<file path="src/rtl/pc_seq.sv">
// Program-counter sequencer: increment with wrap point, absolute jump, relative branch,
// and an optional call/return stack enabled by defining PC_STACK_EN.
module pc_seq #(
    parameter int AW        = 7,
    parameter int PC_MAX    = 127,
    parameter int STK_DEPTH = 4
) (
    input  logic                           Clk,
    input  logic                           PC_clr,
    input  logic                           PC_up,
    input  logic                           PC_ld,
    input  logic                           PC_rel,
    input  logic                           PC_call,
    input  logic                           PC_ret,
    input  logic [AW-1:0]                  PC_addr,
    input  logic [AW-1:0]                  PC_off,
    output logic [AW-1:0]                  PCout,
    output logic [$clog2(STK_DEPTH+1)-1:0] stk_cnt,
    output logic                           stk_full,
    output logic                           stk_empty,
    output logic                           stk_err
);

    localparam int CW = $clog2(STK_DEPTH + 1);
    localparam logic [AW-1:0] MAX_A = AW'(PC_MAX);

    logic [AW-1:0] pc_q, pc_d;
    logic [AW-1:0] seq_pc;

    // Sequential successor; also the return address pushed by a call.
    assign seq_pc = (pc_q >= MAX_A) ? '0 : pc_q + 1'b1;

    always_ff @(posedge Clk) begin
        if (PC_clr) begin
            pc_q <= '0;
        end else begin
            pc_q <= pc_d;
        end
    end

    assign PCout = pc_q;

`ifdef PC_STACK_EN
    localparam int IW = (STK_DEPTH > 1) ? $clog2(STK_DEPTH) : 1;

    logic [AW-1:0] stk_mem [STK_DEPTH];
    logic [CW-1:0] cnt_q, cnt_d;
    logic          err_q, err_d;
    logic          push_en;
    logic          full, empty;
    logic [IW-1:0] push_idx, top_idx;

    assign full     = (cnt_q == CW'(STK_DEPTH));
    assign empty    = (cnt_q == '0);
    assign push_idx = IW'(cnt_q);
    assign top_idx  = IW'(cnt_q - 1'b1);

    always_comb begin
        pc_d    = pc_q;
        cnt_d   = cnt_q;
        err_d   = err_q;
        push_en = 1'b0;
        if (PC_ret) begin
            if (!empty) begin
                pc_d  = stk_mem[top_idx];
                cnt_d = cnt_q - 1'b1;
            end else begin
                err_d = 1'b1;
            end
        end else if (PC_call) begin
            // A call on a full stack is dropped entirely, including the jump.
            if (!full) begin
                push_en = 1'b1;
                pc_d    = PC_addr;
                cnt_d   = cnt_q + 1'b1;
            end else begin
                err_d = 1'b1;
            end
        end else if (PC_ld) begin
            pc_d = PC_addr;
        end else if (PC_rel) begin
            pc_d = pc_q + PC_off;
        end else if (PC_up) begin
            pc_d = seq_pc;
        end
    end

    always_ff @(posedge Clk) begin
        if (PC_clr) begin
            cnt_q <= '0;
            err_q <= 1'b0;
        end else begin
            cnt_q <= cnt_d;
            err_q <= err_d;
        end
    end

    always_ff @(posedge Clk) begin
        if (push_en && !PC_clr) begin
            stk_mem[push_idx] <= seq_pc;
        end
    end

    assign stk_cnt   = cnt_q;
    assign stk_full  = full;
    assign stk_empty = empty;
    assign stk_err   = err_q;
`else
    logic unused_ret;
    assign unused_ret = PC_ret;

    // Without a stack, call degrades to a plain jump and ret never acts.
    always_comb begin
        pc_d = pc_q;
        if (PC_call || PC_ld) begin
            pc_d = PC_addr;
        end else if (PC_rel) begin
            pc_d = pc_q + PC_off;
        end else if (PC_up) begin
            pc_d = seq_pc;
        end
    end

    assign stk_cnt   = '0;
    assign stk_full  = 1'b0;
    assign stk_empty = 1'b1;
    assign stk_err   = 1'b0;
`endif

endmodule

</file>
<file path="config.mk">
export PLATFORM = sky130hd
export DESIGN_NAME = pc_seq
export DESIGN_NICKNAME = d
export VERILOG_FILES = /design/src/rtl/pc_seq.sv
export SDC_FILE = /design/constraint.sdc
export NUM_CORES = 1
export LEC_CHECK = 0
export ABC_AREA = 0
export ABC_CLOCK_PERIOD_IN_PS = 3230
export BUFFER_PORTS_ARGS = -buffer_cell sky130_fd_sc_hd__buf_2
export CAP_MARGIN = 25
export CORE_MARGIN = 2
export CORE_UTILIZATION = 45
export CTS_CLUSTER_SIZE = 40
export DETAILED_ROUTE_END_ITERATION = 10
export GPL_TIMING_DRIVEN = 0
export HOLD_SLACK_MARGIN = 0.02
export PLACE_DENSITY = 0.76
export SLEW_MARGIN = 10
export SYNTH_ARGS = -nofsm -noshare
export SYNTH_HDL_FRONTEND = slang
export SYNTH_SLANG_ARGS = --single-unit
</file>
<file path="constraint.sdc">
create_clock -name Clk -period 3.23 [get_ports Clk]
set_input_delay 0.1615 -clock Clk [delete_from_list [all_inputs] [get_ports Clk]]
set_output_delay 0.1615 -clock Clk [all_outputs]
set_load 0.01 [all_outputs]
</file>
## Yosys cells after proc, flatten, opt, wreduce, memory -nomap -nowiden

Cells that the tools add are included.

| storage, ports and cells | value |
|---|---|
| register bits after elaboration | 7 |
| input port bits | 21 |
| output and inout bits | 13 |
| word-level logic and storage cells | 10 |

| operators by class | value |
|---|---|
| add/sub/neg operators | 2 |
| $lt $le $gt $ge | 1 |
| multiplexer cells | 4 |
| reductions and logical operators | 2 |

Operator list:

| kind | count |
|---|---|
| two-way mux 7 bit | 4 |
| adder 7 x 1 -> 7 bit, second input constant | 1 |
| adder 7 bit | 1 |
| greater-or-equal comparator 7 bit, second input constant | 1 |
| nonzero test 3 bit | 1 |
| logical OR 1 bit | 1 |

## Longest topological paths before layout

Gate-level depths: netlist of the first run.

| logic depth | value |
|---|---|
| word-level depth | 5 |
| gate-level depth with buffers | 7 |
| gate-level depth less buffers | 7 |

## Least setup slack after synthesis of the first run

Ideal clock, no wire load.

| timing path | value |
|---|---|
| path kind | reg-to-reg |
| from | reg pc_q[0] (netlist: PCout[0]) |
| to | reg pc_q[4] (netlist: PCout[4]) |
| library setup time | 121 ps |
| arrival time | 1731 ps |
| required time | 3109 ps |
| slack | 1378 ps |
| stages on the path, launching flop included | 8 |
| buffers on the path | 0 |
| period minus slack after synthesis | 1852 ps |
| path through | dfxtp_1 > ha_1 > fa_1 > a21o_1 > a21oi_1 > xnor2_1 > a221oi_2 > o21ai_1 |

| on the way | value |
|---|---|
| longest elaborated chain between the ends | 5 |
| elaborated cells between the ends (all ways) | 7 |
| classes of those cells | add/sub (2); order compare (1); mux (4) |

Ends and longest elaborated chain:

| what | line | source |
|---|---|---|
| from (decl) | 27 | `logic [AW-1:0] pc_q, pc_d;` |
| from (signal assigned) | 37 | `pc_q <= pc_d;` |
| adder 7 x 1 -> 7 bit or greater-or-equal comparator 7 bit (tied branches) | 31 | `assign seq_pc = (pc_q >= MAX_A) ? '0 : pc_q + 1'b1;` |
| two-way mux 7 bit | 31 |  |
| two-way mux 7 bit | 119 | `end else if (PC_up) begin` |
| two-way mux 7 bit * | 117 | `end else if (PC_rel) begin` |
| two-way mux 7 bit * | 115 | `if (PC_call \|\| PC_ld) begin` |

Every way passes the cells marked *; elsewhere a longest branch is shown, timed or not. The select of a mux whose other input is x is not followed.
A chain may end at the register's enable or synchronous reset.

## Final worst setup path of the first run

Same ends and word-level chain as after synthesis.

==> flow_metrics.py, run 1 <==
metrics = {
    "run_status": {
        "outcome": "finished, final reports clean",
    },
    "synth": {
        "muxShareOfSynthArea_pct": 1.22,
        "yosys-top-cells-area": "dfxtp_1, ha_1, a221oi_2",
        "syn_inst": 97,
        "ys_seq_elements": 7,
        "synthesis.area_um2": 818,
        "yosys.area_share.adder_pct": 13.1,
        "yosysWarningCount": 0,
        "synth_area_per_cell_um2": 8.44,
        "synthSimpleGateAreaFrac_pct": 16.4,
        "synth_top_area_cell": "dfxtp_1",
        "synth_cell_types": 38,
        "synth_top_family_by_area": "compound AO/OA/AOI/OAI gates",
        "synth_compound_area_share_pct": 35.6,
        "synth-seq-area-share_pct": 17.1,
        "synth_top_area_share_pct": 17.1,
        "synth_xor_area_share_pct": 7.49,
    },
    "die": {
        "ios": 34,
        "die_y_um": 46.6,
        "rows": 15,
        "dieArea_um2": 2180,
        "start_util_pct": 47.4,
        "design.core.area_um2": 1730,
        "die_w_um": 46.6,
    },
    "clock_network": {
        "post_cts_buffers": 0,
        "clk_pin_slew_ns": 0.06,
        "cts_max_level": 1,
        "cts_buffers": 3,
        "ctsResizeCount": 0,
        "postCtsHoldBufs": 0,
        "insertion_delay_ns": 0.25,
        "clock-sinks": 7,
        "cts_tree": "done",
        "clockBufferDepth": 2,
        "root_buffer": "clkbuf_4",
    },
    "finish": {
        "fin_area_um2": 1020,
        "fin_nets": 161,
        "antenna_cells": 0,
        "drive_above_1_share_pct": 34.4,
        "largest_reg_flops": 7,
        "areaGrowthSynthToFinish_pct": 24.8,
        "fillerInstances": 162,
    },
    "global_routing": {
        "grt_max_degree": 11,
        "globalRoute.totalOverflow": 0,
        "antenna_found_initial": 0,
        "grt_use_met1_pct": 26.8,
        "grt_pass1_vias": 713,
        "grt_pass1_wl_um": 3140,
        "track_usage_pct": 20.0,
        "grt_util_met2_pct": 33.1,
        "grt-busiest-layer": "met2",
        "grt_use_met3_pct": 4.71,
    },
    "min_path": {
        "hp-start": "PC_clr",
        "min_to": "PCout[1]",
        "hold_path.class": "in2reg",
        "whs_path_depth": 2,
    },
    "critical_path": {
        "cp.arrival_ns": 2.16,
        "end_kind": "flip-flop",
        "r2r_cells": 7,
        "crit_fanout": 9,
        "critical_path_required_ns": 3.37,
        "slowest_stage": "fa_1",
        "crit_buf_inv": 0,
        "crit_family": "compound AO/OA/AOI/OAI gates",
        "cp_cell_sequence": "ha_1, fa_1, a21o_1, a21oi_1, xnor2_1, a221oi_2, o21ai_1",
        "critPathMaxStageDelay_ns": 0.42,
        "crit_type": "reg2reg",
        "cp-start-kind": "flip-flop",
        "rr_endpoint": "PCout[4]",
        "r2r_slack_ns": 1.21,
        "regToRegStartpoint": "PCout[0]",
    },
    "detailed_routing": {
        "drt_iter0_markers": 7,
        "vias": 829,
        "routed_wl_um": 1900,
        "viasPerCell": 5.31,
        "drtPass1Iterations": 4,
        "drc_errors": 0,
        "avgRoutedWirePerCell_um": 12.2,
        "ant_nets": 0,
    },
    "placement": {
        "place_hpwl_um": 1550,
        "io_buffers": 26,
        "place_congestion": 0.824,
        "placed_cell_area_um2": 995,
    },
    "sta": {
        "hold_viol_final": 0,
        "skew_ns": 0.00224,
        "finalCritPeriodShare_pct": 62.5,
        "tns_ns": 0,
        "max_freq_ghz": 0.496,
        "drv_slew": 0,
        "setup_viol": 0,
        "rsz0062_at_grt": "false",
        "period_needed_ns": 2.02,
    },
    "pwr": {
        "powerDensity_nw_per_um2": 315,
        "total_leakage_power_nw": 0.480,
        "ir_worst_vdd_uv": 234,
    },
    "flow_run": {
        "drv_cap": 0,
    },
}
cell usage after synthesis (all sizes together):
cell type  number
ha              7
nand2           5
nor4            1
o2111ai         1
xor2            2
a311oi          1
nor3            1
conb            2
nand4           2
fa              1
nor2           10
inv             1
o41ai           1
or2             1
xnor2           5
a21o            3
o22ai           2
a211oi          3
mux2i           1
a31oi           4
a41oi           1
and3b           1
o21ai           8
and3            2
o2bb2ai         1
nand3           2
dfxtp           7
a21oi           6
buf             6
a221oi          5
nand3b          1
a22o            1
clkbuf          2
cell usage in the layout (no fill, tap or decap), types with 2 or more instances in the layout:
| cell | count |
|---|---|
| a31oi_1 | 4 |
| ha_1 | 7 |
| dfxtp_1 | 7 |
| o21ai_0 | 7 |
| clkbuf_4 | 3 |
| o22ai_1 | 2 |
| nor2_1 | 10 |
| a221oi_2 | 4 |
| nand3_1 | 2 |
| conb_1 | 6 |
| xnor2_1 | 5 |
| nand4_1 | 2 |
| clkbuf_1 | 2 |
| nand2_1 | 5 |
| buf_2 | 26 |
| a211oi_1 | 3 |
| a21o_1 | 3 |
| xor2_1 | 2 |
| buf_4 | 6 |
| a21oi_1 | 5 |
report_power, final:
group / switching, mW / leakage (nW) / internal, mW / total, mW
logic: 0.0675 / 0.407 / 0.0631 / 0.131
registers: 0.0155 / 0.0584 / 0.0938 / 0.109
clock network: 0.0344 / 0.0150 / 0.0473 / 0.0816
total: 0.117 / 0.480 / 0.204 / 0.322
kinds of logic (layout without fill, tap and decap cells):
logic type / after synthesis / count (layout)
compound gates: 37 / 37
simple gates: 26 / 26
buf+inv: 9 / 39
fa+ha+maj: 8 / 8
xor+xnor: 7 / 7
flops: 7 / 7
other cells: 2 / 6
mux: 1 / 1
layout make-up:
class	instances	area (um2)	area share, %
multi-input combinational	85	627	61.4
inverter	1	3.75	0.368
tap	25	31.3	3.06
sequential	7	140	13.7
clock buffer	4	26.3	2.57
buffer	8	62.6	6.13
timing repair buffer	26	130	12.7
per-stage QoR:
stage	hold WS, ns	util, %	total power [mW]	instances	worst slack [ns]
detailed placement	0.434	57.6	0.240	152	1.22
finish	0.178	59.1	0.322	156	1.21
CTS	0.164	59.1	0.324	156	1.20
global placement	0.425	57.6	0.238	152	1.25
floorplan	0.229	-	0.201	101	1.38
global route	0.181	59.1	0.346	156	1.09
worst max-delay path by stage:
stage | startpoint | to | slack [ns] | depth (start not counted)
after floorplan | PCout[0] | PCout[4] | 1.38 | 7
after global placement | PCout[0] | PCout[6] | 1.25 | 7
after detailed placement | PCout[0] | PCout[4] | 1.22 | 7
after CTS | PCout[0] | PCout[4] | 1.20 | 7
after global routing | PCout[0] | PCout[4] | 1.09 | 7
final | PCout[0] | PCout[4] | 1.21 | 7
layer usage:
layer	up-vias	share of wire (%)	wire length [um]
li1	433	-	-
met1	376	47	889
met2	18	48	919
met3	2	4.7	89
met4	0	0.21	4
met5	-	0	0
Note: power is estimated with default switching activity, not from simulation.
==> run 2: changes to the inputs <==
==> config.mk (replaced) <==
export PLATFORM = sky130hd
export DESIGN_NAME = pc_seq
export DESIGN_NICKNAME = d
export VERILOG_FILES = /design/src/rtl/pc_seq.sv
export SDC_FILE = /design/constraint.sdc
export NUM_CORES = 1
export LEC_CHECK = 0
export ABC_AREA = 1
export ABC_CLOCK_PERIOD_IN_PS = 1710
export BUFFER_PORTS_ARGS = -buffer_cell sky130_fd_sc_hd__buf_2
export CAP_MARGIN = 25
export CORE_MARGIN = 2
export CORE_UTILIZATION = 43
export CTS_CLUSTER_SIZE = 40
export DETAILED_ROUTE_END_ITERATION = 10
export GPL_TIMING_DRIVEN = 0
export HOLD_SLACK_MARGIN = 0.02
export PLACE_DENSITY = 0.75
export SLEW_MARGIN = 10
export SYNTH_ARGS = -nofsm -noshare
export SYNTH_HDL_FRONTEND = slang
export SYNTH_SLANG_ARGS = --single-unit
==> constraint.sdc (replaced) <==
create_clock -name Clk -period 1.71 [get_ports Clk]
set_input_delay 0.0855 -clock Clk [delete_from_list [all_inputs] [get_ports Clk]]
set_output_delay 0.0855 -clock Clk [all_outputs]
set_load 0.01 [all_outputs]
==> flow_metrics.py, run 2 <==
metrics = {
    "die": {
        "dieArea_um2": 2400,
        "start_util_pct": 44.8,
        "die_w_um": 49.0,
        "rows": 16,
        "ios": 34,
        "design.core.area_um2": 1940,
        "die_y_um": 49.0,
    },
    "finish": {
        "final_cell_mix": "nand2_1, buf_2, inv_1",
        "fin_nets": 211,
        "antenna_cells": 0,
        "areaGrowthSynthToFinish_pct": 25.3,
        "fin_area_um2": 1090,
        "largest_reg_flops": 7,
        "final_common_cell": "nand2_1",
        "fillerInstances": 204,
        "drive_above_1_share_pct": 25.4,
    },
    "min_path": {
        "whs_path_depth": 3,
        "hold_path.class": "in2reg",
    },
    "synth": {
        "synthesis.area_um2": 870,
        "yosys-top-cells-area": "nand2_1, dfxtp_1, ha_1",
        "synth_area_per_cell_um2": 5.92,
        "syn_inst": 147,
        "synth_edf_count": 0,
        "synth_top_area_cell": "nand2_1",
        "yosysWarningCount": 0,
        "synthArstFlopShare_pct": 0,
        "post-synth-top-count-cell": "nand2_1",
        "synth-seq-area-share_pct": 16.1,
        "synth_flop_cell": "dfxtp_1",
        "synth_cell_types": 25,
        "ys_seq_elements": 7,
        "synth_top_cells_by_count": "nand2_1, inv_1, nor2_1, nand3_1",
        "synth_top_area_share_pct": 19.4,
    },
    "placement": {
        "place_hpwl_um": 1780,
        "io_buffers": 25,
        "place_congestion": 0.817,
        "dp_slack_ns": -0.0139,
        "placed_cell_area_um2": 1040,
    },
    "run_status": {
        "outcome": "finished, final reports clean",
    },
    "global_routing": {
        "track_usage_pct": 18.9,
        "grt_max_degree": 11,
        "grt_pass1_vias": 870,
        "grt_pass1_wl_um": 3570,
        "antenna_found_initial": 0,
        "globalRoute.totalOverflow": 0,
    },
    "clock_network": {
        "clk_pin_slew_ns": 0.05,
        "cts_tree": "done",
        "cts_buffers": 3,
        "clock-sinks": 7,
        "post_cts_buffers": 0,
        "clockBufferDepth": 2,
        "cts_max_level": 1,
        "root_buffer": "clkbuf_4",
        "insertion_delay_ns": 0.26,
    },
    "critical_path": {
        "crit_fanout": 8,
        "critical_path_required_ns": 1.86,
        "path_depth": 8,
        "cp_cell_sequence": "ha_2, fa_2, nand2_1, nand3b_1, nand3_1, nand2_1, o21bai_1, a21oi_1",
        "crit_type": "reg2reg",
        "crit_top_cell": "nand2_1",
        "cp.arrival_ns": 1.74,
        "cp-start-kind": "flip-flop",
        "crit_family": "adder cells",
        "critPathMaxStageDelay_ns": 0.36,
        "end_kind": "flip-flop",
        "slowest_stage": "dfxtp_2",
        "r2r_cells": 8,
        "crit_buf_inv": 0,
    },
    "sta": {
        "finalCritPeriodShare_pct": 93.0,
        "drv_slew": 0,
        "setup_viol": 0,
        "whs_ns": 0.0792,
        "rsz0062_at_grt": "false",
        "max_freq_ghz": 0.629,
        "hold_viol_final": 0,
        "setup_ws_ns": 0.120,
        "skew_ns": 0.000675,
        "period_needed_ns": 1.59,
    },
    "pwr": {
        "powerDensity_nw_per_um2": 552,
        "total_leakage_power_nw": 0.602,
        "ir_worst_vdd_uv": 476,
        "finalPower_uw": 602,
    },
    "detailed_routing": {
        "drc_errors": 0,
        "avgRoutedWirePerCell_um": 10.6,
        "viasPerCell": 4.83,
        "vias": 1004,
        "drtPass1Iterations": 4,
        "drt_iter0_markers": 37,
        "routed_wl_um": 2200,
        "ant_nets": 0,
    },
    "flow_run": {
        "drv_cap": 0,
    },
}
run 2: cell types whose count changed after synthesis, sizes merged, moves of 3 or more:
cell,before,now
xnor2,5,1
a221oi,5,0
nand3,2,13
nor2,10,16
inv,1,19
a31oi,4,1
a211oi,3,0
nand2,5,45
buf,6,9
a21o,3,0
run 2: power by group:
| group | internal (mW) | switching (mW) | leakage, nW |
|---|---|---|---|
| clock network | 0.0895 | 0.0685 | 0.0150 |
| registers | 0.179 | 0.0278 | 0.0594 |
| logic | 0.106 | 0.131 | 0.527 |
| total | 0.375 | 0.227 | 0.602 |
run 2: area by class of cell:
| cell class | count | area [um2] | area share, % |
|---|---|---|---|
| Buffer | 9 | 62.6 | 5.74 |
| Clock buffer | 4 | 26.3 | 2.41 |
| Inverter | 19 | 71.3 | 6.54 |
| Multi-Input combinational cell | 116 | 616 | 56.5 |
| Sequential cell | 7 | 145 | 13.3 |
| Tap cell | 27 | 33.8 | 3.10 |
| Timing Repair Buffer | 26 | 135 | 12.4 |
run 2: final timing paths:
path | startpoint | end | slack, ns
max reg2reg | PCout[0] | PCout[4] | 0.12
max | PCout[0] | PCout[4] | 0.12
min reg2reg | PCout[6] | PCout[6] | 0.55
min | PC_addr[3] | PCout[3] | 0.08
run 2: layer usage:
metal | GRT usage, % | wire length (um) | up-vias
met4 | 10.0 | 33 | 0
met5 | 0 | 0 | -
met3 | 2.76 | 154 | 5
met2 | 32.4 | 1070 | 41
met1 | 22.6 | 941 | 428
li1 | - | - | 530
run 2: kinds of logic (layout without fill, tap and decap cells):
kind of cell    Yosys count  after routing  share of synthesized area, %
buf+inv                  28             58                          15.4
xor+xnor                  3              3                          3.02
compound gates           22             22                          15.3
simple gates             77             77                          37.0
flops                     7              7                          16.1
other cells               2              6                         0.864
fa+ha+maj                 8              8                          12.4
run 2: stage by stage:
stage,cells,utilization [%],TNS (ns)
floorplan,151,-,0
global placement,203,53.7,0
detailed placement,203,53.7,-0.0139
CTS,208,55.7,0
global route,208,56.1,0
finish,208,56.1,0
run 2: worst reg2reg max path: cells and delay by family, from the launching register on:
family,cells,cell delay [ns]
flops,1,0.36
simple gates,4,0.34
fa+ha+maj,2,0.56
compound gates,2,0.21
run 2: timing repair:
action                     4_1_cts  5_1_grt
pin swaps                        0        0
hold buffers                     1        0
setup endpoints to repair        1        4
hold endpoints to repair         1        0
gates resized for setup          1        5
==> run 3: changes to the inputs <==
--- a/config.mk
+++ b/config.mk
@@ -9,13 +9,15 @@
 export ABC_CLOCK_PERIOD_IN_PS = 1710
 export BUFFER_PORTS_ARGS = -buffer_cell sky130_fd_sc_hd__buf_2
 export CAP_MARGIN = 25
+export CELL_PAD_IN_SITES_DETAIL_PLACEMENT = 0
+export CELL_PAD_IN_SITES_GLOBAL_PLACEMENT = 1
 export CORE_MARGIN = 2
-export CORE_UTILIZATION = 43
+export CORE_UTILIZATION = 28
 export CTS_CLUSTER_SIZE = 40
 export DETAILED_ROUTE_END_ITERATION = 10
 export GPL_TIMING_DRIVEN = 0
 export HOLD_SLACK_MARGIN = 0.02
-export PLACE_DENSITY = 0.75
+export PLACE_DENSITY_LB_ADDON = 0.1
 export SLEW_MARGIN = 10
 export SYNTH_ARGS = -nofsm -noshare
 export SYNTH_HDL_FRONTEND = slang
==> flow_metrics.py, run 3 (synthesized netlist as in run 2, its figures left out) <==
metrics = {
    "finish": {
        "fin_area_um2": 1130,
        "instances_no_fill": 216,
        "final_common_cell": "nand2_1",
        "largest_reg_flops": 7,
        "final_cell_mix": "nand2_1, buf_2, inv_1",
        "drive_above_1_share_pct": 27.9,
        "antenna_cells": 0,
        "areaGrowthSynthToFinish_pct": 29.9,
        "fin_nets": 213,
    },
    "die": {
        "rows": 20,
        "die_w_um": 59.7,
        "die_y_um": 59.7,
        "ios": 34,
        "dieArea_um2": 3570,
        "start_util_pct": 29.0,
        "design.core.area_um2": 3000,
    },
    "clock_network": {
        "cts_max_level": 1,
        "insertion_delay_ns": 0.25,
        "cts_tree": "done",
        "root_buffer": "clkbuf_4",
        "clk_pin_slew_ns": 0.06,
        "clock-sinks": 7,
        "clockBufferDepth": 2,
        "cts_buffers": 3,
    },
    "run_status": {
        "outcome": "finished, final reports clean",
    },
    "critical_path": {
        "regToRegStartpoint": "PCout[0]",
        "crit_family": "adder cells",
        "end_kind": "flip-flop",
        "worstSetupStartpoint": "PCout[0]",
        "cp-start-kind": "flip-flop",
        "crit_type": "reg2reg",
        "cp.arrival_ns": 1.74,
        "r2r_slack_ns": 0.11,
        "critical_path_required_ns": 1.84,
        "crit_buf_inv": 0,
        "cp_cell_sequence": "ha_2, fa_2, nand2_2, nand3b_1, nand3_2, nand2_1, o21bai_1, a21oi_1",
        "slowest_stage": "fa_2",
        "critPathMaxStageDelay_ns": 0.42,
        "crit_fanout": 5,
    },
    "pwr": {
        "total_leakage_power_nw": 0.616,
        "finalPower_uw": 604,
        "powerDensity_nw_per_um2": 535,
        "ir_worst_vdd_uv": 275,
    },
    "placement": {
        "io_buffers": 25,
        "dp_slack_ns": 0.0101,
        "place_hpwl_um": 1890,
        "placed_cell_area_um2": 1050,
        "place_inst": 209,
        "place_congestion": 0.742,
    },
    "sta": {
        "max_freq_ghz": 0.623,
        "finalCritPeriodShare_pct": 93.8,
        "drv_slew": 0,
        "whs_ns": 0.0875,
        "hold_viol_final": 0,
        "skew_ns": 0.00433,
        "setup_ws_ns": 0.106,
        "period_needed_ns": 1.60,
        "setup_viol": 0,
    },
    "detailed_routing": {
        "drc_errors": 0,
        "drt_iter0_markers": 60,
        "routed_wl_um": 2260,
        "avgRoutedWirePerCell_um": 10.5,
        "drtPass1Iterations": 4,
        "viasPerCell": 4.54,
        "vias": 980,
        "ant_nets": 0,
    },
    "min_path": {
        "hold_path.class": "in2reg",
        "hp-start": "PC_addr[3]",
    },
    "global_routing": {
        "globalRoute.totalOverflow": 0,
        "antenna_found_initial": 0,
        "track_usage_pct": 14.7,
        "grt_pass1_vias": 900,
        "grt_max_degree": 11,
        "grt_pass1_wl_um": 4040,
    },
    "flow_run": {
        "drv_cap": 0,
    },
}
-- run 3: changes by cell type in the layout (fill, tap and decap cells not counted) --
cell	previous run	this run
buf_4	7	9
dfxtp_2	4	2
dfxtp_4	0	2
nand3_1	12	10
nand3_2	1	3
nand2_1	45	44
nand2_2	0	1
-- run 3: repair_timing --
item,4_1_cts,5_1_grt
pin swaps,0,2
hold buffers,1,0
setup buffers,0,2
endpoints found under the hold margin,1,0
gates resized for setup,1,10
setup endpoints to repair,1,5
-- run 3: final timing paths --
path | cells past startpoint | end
worst max-delay path | 8 | PCout[4]
worst min-delay path | 3 | PCout[3]
worst max register to register | 8 | PCout[4]
worst min register to register | 2 | PCout[6]
-- run 3: final cells by class --
class	instances	area [um2]
fillers	349	1870
multi-input cells	116	628
flip-flops and latches	7	150
repair buffers	28	150
inverters	19	71.3
plain buffers	9	62.6
well taps	33	41.3
clock buffers	4	26.3
-- run 3: power by group --
part	leakage, nW	switching [mW]	internal (mW)	total [mW]
sequential	0.0600	0.0263	0.178	0.204
combinational	0.541	0.136	0.112	0.248
clock	0.0150	0.0623	0.0892	0.151
-- run 3: tightest hold or removal path, delay by kind of cell --
kind / cells / cell delay, ns
buf+inv: 1 / 0.09
simple gates: 1 / 0.05
compound gates: 1 / 0.07
-- run 3: per-layer routing --
layer / wire [um] / track usage [%] / vias to the layer above
li1: - / - / 536
met1: 1130 / 20.6 / 421
met2: 1030 / 23.1 / 21
met3: 92 / 1.52 / 2
met4: 17 / 5.71 / 0
met5: 0 / 0 / -
-- run 3: per-stage QoR --
step / TNS (ns) / utilization (%)
after global routing: -0.00985 / 37.6
after detailed placement: 0 / 35.0
after floorplan: 0 / -
after global placement: 0 / 35.0
final: 0 / 37.6
after CTS: 0 / 36.3
